--- src/rtl/layer_sequencer.sv ---
// rtl/layer_sequencer.sv - time-multiplexes one external neuron across a dense layer.
// Optional WAIT timeout with sticky error when LAYER_SEQ_TIMEOUT_EN is defined.
module layer_sequencer #(
   parameter int NUM_INPUTS  = 2,
   parameter int NUM_NEURONS = 4,
   parameter int WIDTH       = 8,
   parameter int IDX_W       = $clog2(NUM_NEURONS) + 1,
   parameter int TIMEOUT     = 255
) (
   input  logic                         clk,
   input  logic                         reset,
   input  logic                         start,
   input  logic [WIDTH*NUM_INPUTS-1:0]  layer_in,
   output logic                         w_rd_en,
   output logic [IDX_W-1:0]             w_addr,
   input  logic [WIDTH*NUM_INPUTS-1:0]  w_data,
   output logic                         n_start,
   output logic [WIDTH*NUM_INPUTS-1:0]  n_weights,
   output logic [WIDTH*NUM_INPUTS-1:0]  n_inputs,
   input  logic [2*WIDTH:0]             n_result,
   input  logic                         n_done,
   output logic                         out_valid,
   output logic [IDX_W-1:0]             out_index,
   output logic [WIDTH-1:0]             out_data,
   output logic [WIDTH*NUM_NEURONS-1:0] layer_out,
   output logic                         busy,
   output logic                         layer_done,
   output logic                         error
);

   typedef enum logic [2:0] {
      S_IDLE, S_FETCH, S_LOAD, S_FIRE, S_WAIT, S_STORE, S_DONE
   } state_t;

   localparam logic [IDX_W-1:0] LAST_IDX = IDX_W'(NUM_NEURONS - 1);

   state_t           state;
   logic [IDX_W-1:0] idx;

   // Only the activated low byte of the neuron result is consumed.
   logic unused_result_bits;
   assign unused_result_bits = ^n_result[2*WIDTH:WIDTH];

`ifdef LAYER_SEQ_TIMEOUT_EN
   localparam int CNT_W = $clog2(TIMEOUT + 1);
   logic [CNT_W-1:0] wait_cnt;
   logic             error_q;
   assign error = error_q;
`else
   localparam int UNUSED_TIMEOUT = TIMEOUT;
   assign error = 1'b0;
`endif

   always_ff @(posedge clk or posedge reset) begin
      if (reset) begin
         state      <= S_IDLE;
         idx        <= '0;
         w_rd_en    <= 1'b0;
         w_addr     <= '0;
         n_start    <= 1'b0;
         n_weights  <= '0;
         n_inputs   <= '0;
         out_valid  <= 1'b0;
         out_index  <= '0;
         out_data   <= '0;
         layer_out  <= '0;
         busy       <= 1'b0;
         layer_done <= 1'b0;
`ifdef LAYER_SEQ_TIMEOUT_EN
         wait_cnt   <= '0;
         error_q    <= 1'b0;
`endif
      end else begin
         w_rd_en    <= 1'b0;
         n_start    <= 1'b0;
         out_valid  <= 1'b0;
         layer_done <= 1'b0;
         case (state)
            S_IDLE: begin
               if (start) begin
                  n_inputs <= layer_in;
                  idx      <= '0;
                  w_addr   <= '0;
                  w_rd_en  <= 1'b1;
                  busy     <= 1'b1;
`ifdef LAYER_SEQ_TIMEOUT_EN
                  error_q  <= 1'b0;
`endif
                  state    <= S_FETCH;
               end
            end
            S_FETCH: state <= S_LOAD;
            S_LOAD: begin
               n_weights <= w_data;
               n_start   <= 1'b1;
               state     <= S_FIRE;
            end
            S_FIRE: begin
`ifdef LAYER_SEQ_TIMEOUT_EN
               wait_cnt <= '0;
`endif
               state <= S_WAIT;
            end
            S_WAIT: begin
               if (n_done) begin
                  out_valid <= 1'b1;
                  out_index <= idx;
                  out_data  <= n_result[WIDTH-1:0];
                  for (int i = 0; i < NUM_NEURONS; i++) begin
                     if (idx == IDX_W'(i))
                        layer_out[WIDTH*i +: WIDTH] <= n_result[WIDTH-1:0];
                  end
                  state <= S_STORE;
               end
`ifdef LAYER_SEQ_TIMEOUT_EN
               else if (wait_cnt == CNT_W'(TIMEOUT - 1)) begin
                  // Abandon the whole pass: no result, no layer_done.
                  error_q <= 1'b1;
                  busy    <= 1'b0;
                  state   <= S_IDLE;
               end else begin
                  wait_cnt <= wait_cnt + CNT_W'(1);
               end
`endif
            end
            S_STORE: begin
               if (idx == LAST_IDX) begin
                  layer_done <= 1'b1;
                  state      <= S_DONE;
               end else begin
                  idx     <= idx + IDX_W'(1);
                  w_addr  <= idx + IDX_W'(1);
                  w_rd_en <= 1'b1;
                  state   <= S_FETCH;
               end
            end
            S_DONE: begin
               busy  <= 1'b0;
               state <= S_IDLE;
            end
            default: begin
               busy  <= 1'b0;
               state <= S_IDLE;
            end
         endcase
      end
   end

endmodule
--- config.mk ---
export PLATFORM = sky130hd
export DESIGN_NAME = layer_sequencer
export DESIGN_NICKNAME = d
export VERILOG_FILES = /design/src/rtl/layer_sequencer.sv
export SDC_FILE = /design/constraint.sdc
export NUM_CORES = 1
export LEC_CHECK = 0
export ABC_CLOCK_PERIOD_IN_PS = 2600
export CAP_MARGIN = 30
export CORE_ASPECT_RATIO = 0.7
export CORE_MARGIN = 2
export CORE_UTILIZATION = 55
export CTS_CLUSTER_DIAMETER = 50
export DETAILED_ROUTE_END_ITERATION = 12
export DONT_BUFFER_PORTS = 1
export GPL_TIMING_DRIVEN = 0
export PLACE_DENSITY = 0.81
export SYNTH_ARGS = -nofsm -noshare
export SYNTH_HDL_FRONTEND = slang
export SYNTH_SLANG_ARGS = --single-unit
--- constraint.sdc ---
create_clock -name clk -period 2.6 [get_ports clk]
set_clock_uncertainty 0.15 [all_clocks]
set_input_delay 0.39 -clock clk [delete_from_list [all_inputs] [get_ports clk]]
set_output_delay 0.39 -clock clk [all_outputs]
set_load 0.02 [all_outputs]
* Word level (Yosys, flattened, before mapping) *
Index checks and enable logic that the tools add are counted.
W data, S select, Z words.

cells by class
  add/sub/neg operators = 1
  equality and inequality tests = 11
  mux-type cells = 17
  bitwise logic cells = 1
  reductions and logical operators = 13

operators by type and width
  cell                   number
  $pmux W3 S6            1
  $mux W3                5
  $reduce_and A3 Y1      5
  $eq A3 B2 Y1 const B   4
  $mux W1                8
  $reduce_and A2 Y1      4
  $eq A3 B1 Y1 const B   2
  $eq A3 B3 Y1 const B   2
  $logic_not A3 Y1       2
  $ne A2 B2 Y1 const B   3
  $pmux W3 S2            1
  $reduce_or A5 Y1       1
  $pmux W1 S2            2
  $add A3 B1 Y3 const B  1
  $reduce_bool A2 Y1     1
  $not A1 Y1             1

storage, ports and cells
  register bits after elaboration = 86
  input bits = 53
  output and inout port bits = 84
  word-level logic and storage cells = 58

* Logic depth before layout (Yosys ltp) *
  depth after elaboration = 4
  depth in mapped cells = 5

* Least setup slack after synthesis *
OpenSTA, ideal clock, no wires.

  kind = reg2reg
  start point = register idx[2]
  end point = register idx[2]
  library setup time = 0.132 ns
  arrival time = 1.537 ns
  data required time = 2.318 ns
  slack = 0.781 ns
  stages on the path, launching flop included = 6
  buffers on the path = 0
  cells stage by stage = dfrtp_1 -> clkinv_1 -> ha_1 -> nand4bb_1 -> nand2b_1 -> o22ai_1

between the ends
  word-level cells in the longest chain between the ends = 3
  elaborated cells between the ends (all ways) = 6
  those cells by class = 1 x add/sub; 2 x eq/ne; 2 x mux; 1 x reduce/logical

RTL lines
  item                                              RTL line  text
  from (decl)                                       38        logic [IDX_W-1:0] idx;
  from (signal assigned)                            131       idx <= idx + IDX_W'(1);
  $add A3 B1 Y3 or $eq A3 B2 Y1 (tied branches)     131, 127
  $mux W3 or $ne A2 B2 Y1 (tied branches)           n/a
  $pmux W3 S2 or $reduce_and A3 Y1 (tied branches)  n/a

Parallel ways exist; a longest one is shown, timed or not. The select of a mux whose other input is x is not followed.
A chain may end at the register's enable or synchronous reset.

* Worst setup path after layout *
  start point = register idx[2]
  end point = register layer_out[30]

between the ends
  word-level cells in the longest chain between the ends = 2

RTL lines
  item                             RTL line  text
  $eq A3 B2 Y1                     110       if (idx == IDX_W'(i))
  $reduce_and A3 Y1 (no line)      n/a
  to (signal, indexed assignment)  111       layer_out[WIDTH*i +: WIDTH] <= n_result[WIDTH-1:0];
  to (decl)                        25        output logic [WIDTH*NUM_NEURONS-1:0] layer_out,

No other way between the ends.

==> summary.md <==
| Metric | Value |
|---|---|
| Status | `completed` |
| CTS Buf Count | `9` |
| Pre-Repair DR Iteration Count | `4` |
| Dpl hpwl | `4110 µm` |
| Max_slew headroom | `39.6%` |
| Max-cap viol count | `0` |
| Final hold vios | `0` |
| Height of the die | `69.8 µm` |
| Area Growth Syn to Fin | `8.94%` |
| Cts repair resizes | `0` |
| Most common cell after layout, fill and taps aside | `dfrtp_1` |
| DR vias | `1692` |
| Iter 0 DRT Violations | `44` |
| Netlist cell types | `27` |
| Fin cells | `301` |
| Pins over their slew limit | `0` |
| Total GRT Usage | `17.6%` |
| RSZ-0062 raised after global routing | `false` |
| Number of vias per cell | `5.62` |
| Final worst slack | `0.557 ns` |
| CP arrival | `2.11 ns` |
| DRC viols | `0` |
| Required time of the critical path | `2.67 ns` |
| Share of the yosys chip area belonging to registers | `63.3%` |
| # fillers | `453` |
| Largest net degree at the start of global routing | `45` |
| PD cells | `1300 nW/µm²` |
| Total negative slack | `0 ns` |
| CP Capture Type | `flip-flop` |
| Cell-internal power | `2.95 mW` |
| Worst min path class | `in -> reg` |
| VDD IR max | `0.597 mV` |
| Critical path launch point type | `flip-flop` |
| Clk buf depth | `2` |
| Gate power share | `21.0%` |
| Worst-path cell chain | `clkinv_1 -> ha_1 -> nand2_2 -> mux2_2` |
| First-pass GRT wire length | `9290 µm` |
| Post-Syn Area | `3400 µm²` |
| Avg Cell Area, Syn | `16.2 µm²` |
| Root buffer cell | `clkbuf_8` |
| Final setup viols | `0` |
| Max FO, Critical Path | `8` |
| Commonest cells after routing, fill and taps aside | `86 x dfrtp_1, 75 x mux2_2, 9 x clkbuf_8` |
| RD Place Congestion | `0.724` |
| FMAX | `490 MHz` |
| Sw frac | `38.9%` |
| Vias in the first global route | `1803` |
| Ant diodes | `0` |
| Top Ports | `137` |
| Minimum clock period | `2.04 ns` |
| Width of the die | `98.0 µm` |
| # rows | `23` |
| Asr flop ratio synth | `100%` |
| Sequential fraction of design power | `61.4%` |
| Switch Pwr | `1.87 mW` |
| Final wirelength | `5710 µm` |
| Prevailing post-synth register cell | `dfrtp_1` |
| Post-synthesis cell count | `210` |
| Final core occ | `63.4%` |
| Initial antenna violation count | `0` |
| Leak pwr | `1.72 nW` |
| Syn nets | `269` |
| Die ar. | `6840 µm²` |
| Number of synthesized flops with an enable pin | `0` |
| #FFs+latches synth | `86` |
| Post-DRT Antenna Nets | `0` |
| Clk Latency, worst-skew pair | `0.34 ns` |
| Reg clk slew, reported paths | `0.08 ns` |
| Slowest stage cell on the critical path | `dfrtp_1` |
| Routed wire per std cell | `19.0 µm` |
| Fraction of layout cells with a size suffix above 1 | `46.9%` |
| Slew @ Worst Pin | `0.903 ns` |
| Pre-CTS WS | `0.550 ns` |
| Core Region | `5840 µm²` |
| H-tree levels | `3` |
| Post-CTS setup buffers | `0` |
| Clock power frac | `17.6%` |
| Crit Path Class | `reg -> reg` |
| GR Overflow Total | `0` |
| # nets final | `282` |
| CTS tree | `done` |
| Starting Density | `58.2%` |
| Synth Warn # | `0` |
| CTS sink cnt | `86` |
| Final period utilization | `78.6%` |
| Placed Cells | `286` |
| Crit-path max cell delay | `0.49 ns` |
| Port Buffers | `0` |
-- power groups by stage --
stage	registers (mW)	clock network, mW	logic [mW]
after floorplan	2.87	0	0.900
after detailed placement	3.00	0	1.03
after CTS	2.98	0.876	1.03
final	2.96	0.847	1.01
after global routing	3.03	0.941	1.13
after global placement	2.98	0	0.981
-- layout make-up --
class	instances	area, µm²	area share (%)
buffer	9	73.8	1.99
clock buffer	9	124	3.34
clock inverter	5	52.6	1.42
inverter	7	30.0	0.811
multi-input combinational	108	1150	31.0
sequential	86	2150	58.1
tap	75	93.8	2.53
timing repair buffer	2	30.0	0.811
-- synthesized netlist by cell type, drive strengths merged (2+ instances only) --
master	n	area, µm²
dfrtp	86	2150
mux2	75	845
buf	9	73.8
ha	6	75.1
inv	6	22.5
nand2	3	13.8
nand3	3	52.6
nor2b	3	18.8
a21o	2	15.0
o21ai	2	10.0
o22ai	2	12.5
-- worst max-delay path: cells and delay by family (launching register included) --
kind                     cells  cell delay [ns]
buffers and inverters        1             0.34
adder cells (fa/ha/maj)      1             0.35
AND/OR/NAND/NOR              1             0.21
flip-flops                   1             0.49
multiplexers                 1             0.37
-- repair_timing --
item,4_1_cts,5_1_grt
hold buffers,1,0
endpoints found under the hold margin,42,0
endpoints found under the setup margin,0,0
-- per-layer routing --
layer | vias up | GRT usage, % | part of all wire [%]
met5 | - | 0 | 0
met2 | 70 | 26.6 | 48
met3 | 6 | 8.57 | 8.3
met4 | 0 | 5.56 | 0.60
li1 | 755 | - | -
met1 | 861 | 22.4 | 43
-- metrics by stage --
stage | instance area (µm²) | hold slack, ns | total power, mW
finish | 3700 | 0.0475 | 4.82
global route | 3700 | 0.0136 | 5.10
CTS | 3700 | 0.0267 | 4.88
detailed placement | 3520 | 0.334 | 4.03
global placement | 3500 | 0.391 | 3.96
floorplan | 3400 | 0.390 | 3.77
-- kinds of logic (layout without fill, tap and decap cells) --
kind of cell    count (synthesis)  after routing  synth area share (%)
compound gates                  8              8                  1.47
simple gates                   17             17                  4.82
other cells                     1              1                 0.110
mux                            76             76                  25.1
fa+ha+maj                       6              6                  2.21
flops                          86             86                  63.3
buf+inv                        16             32                  2.94
-- state kept, by name, summed over array words and instances, names as in the netlist --
signal,cells
busy,1
idx,3
layer_done,1
layer_out,32
n_inputs,16
n_start,1
n_weights,16
out_data,8
out_index,3
out_valid,1
state,3
w_rd_en,1
-- path summary, 6_finish.rpt --
path	end	cells past startpoint	slack, ns	from
setup reg to reg	layer_out[30]	4	0.56	idx[2]
hold reg to reg	busy	1	0.50	busy
setup / recovery	layer_out[30]	4	0.56	idx[2]
min in group asynchronous	n_weights[4]	2	0.57	reset
max in group asynchronous	w_rd_en	3	1.04	reset
hold / removal	layer_out[0]	1	0.05	n_result[0]
Note: power is estimated with default switching activity, not from simulation.
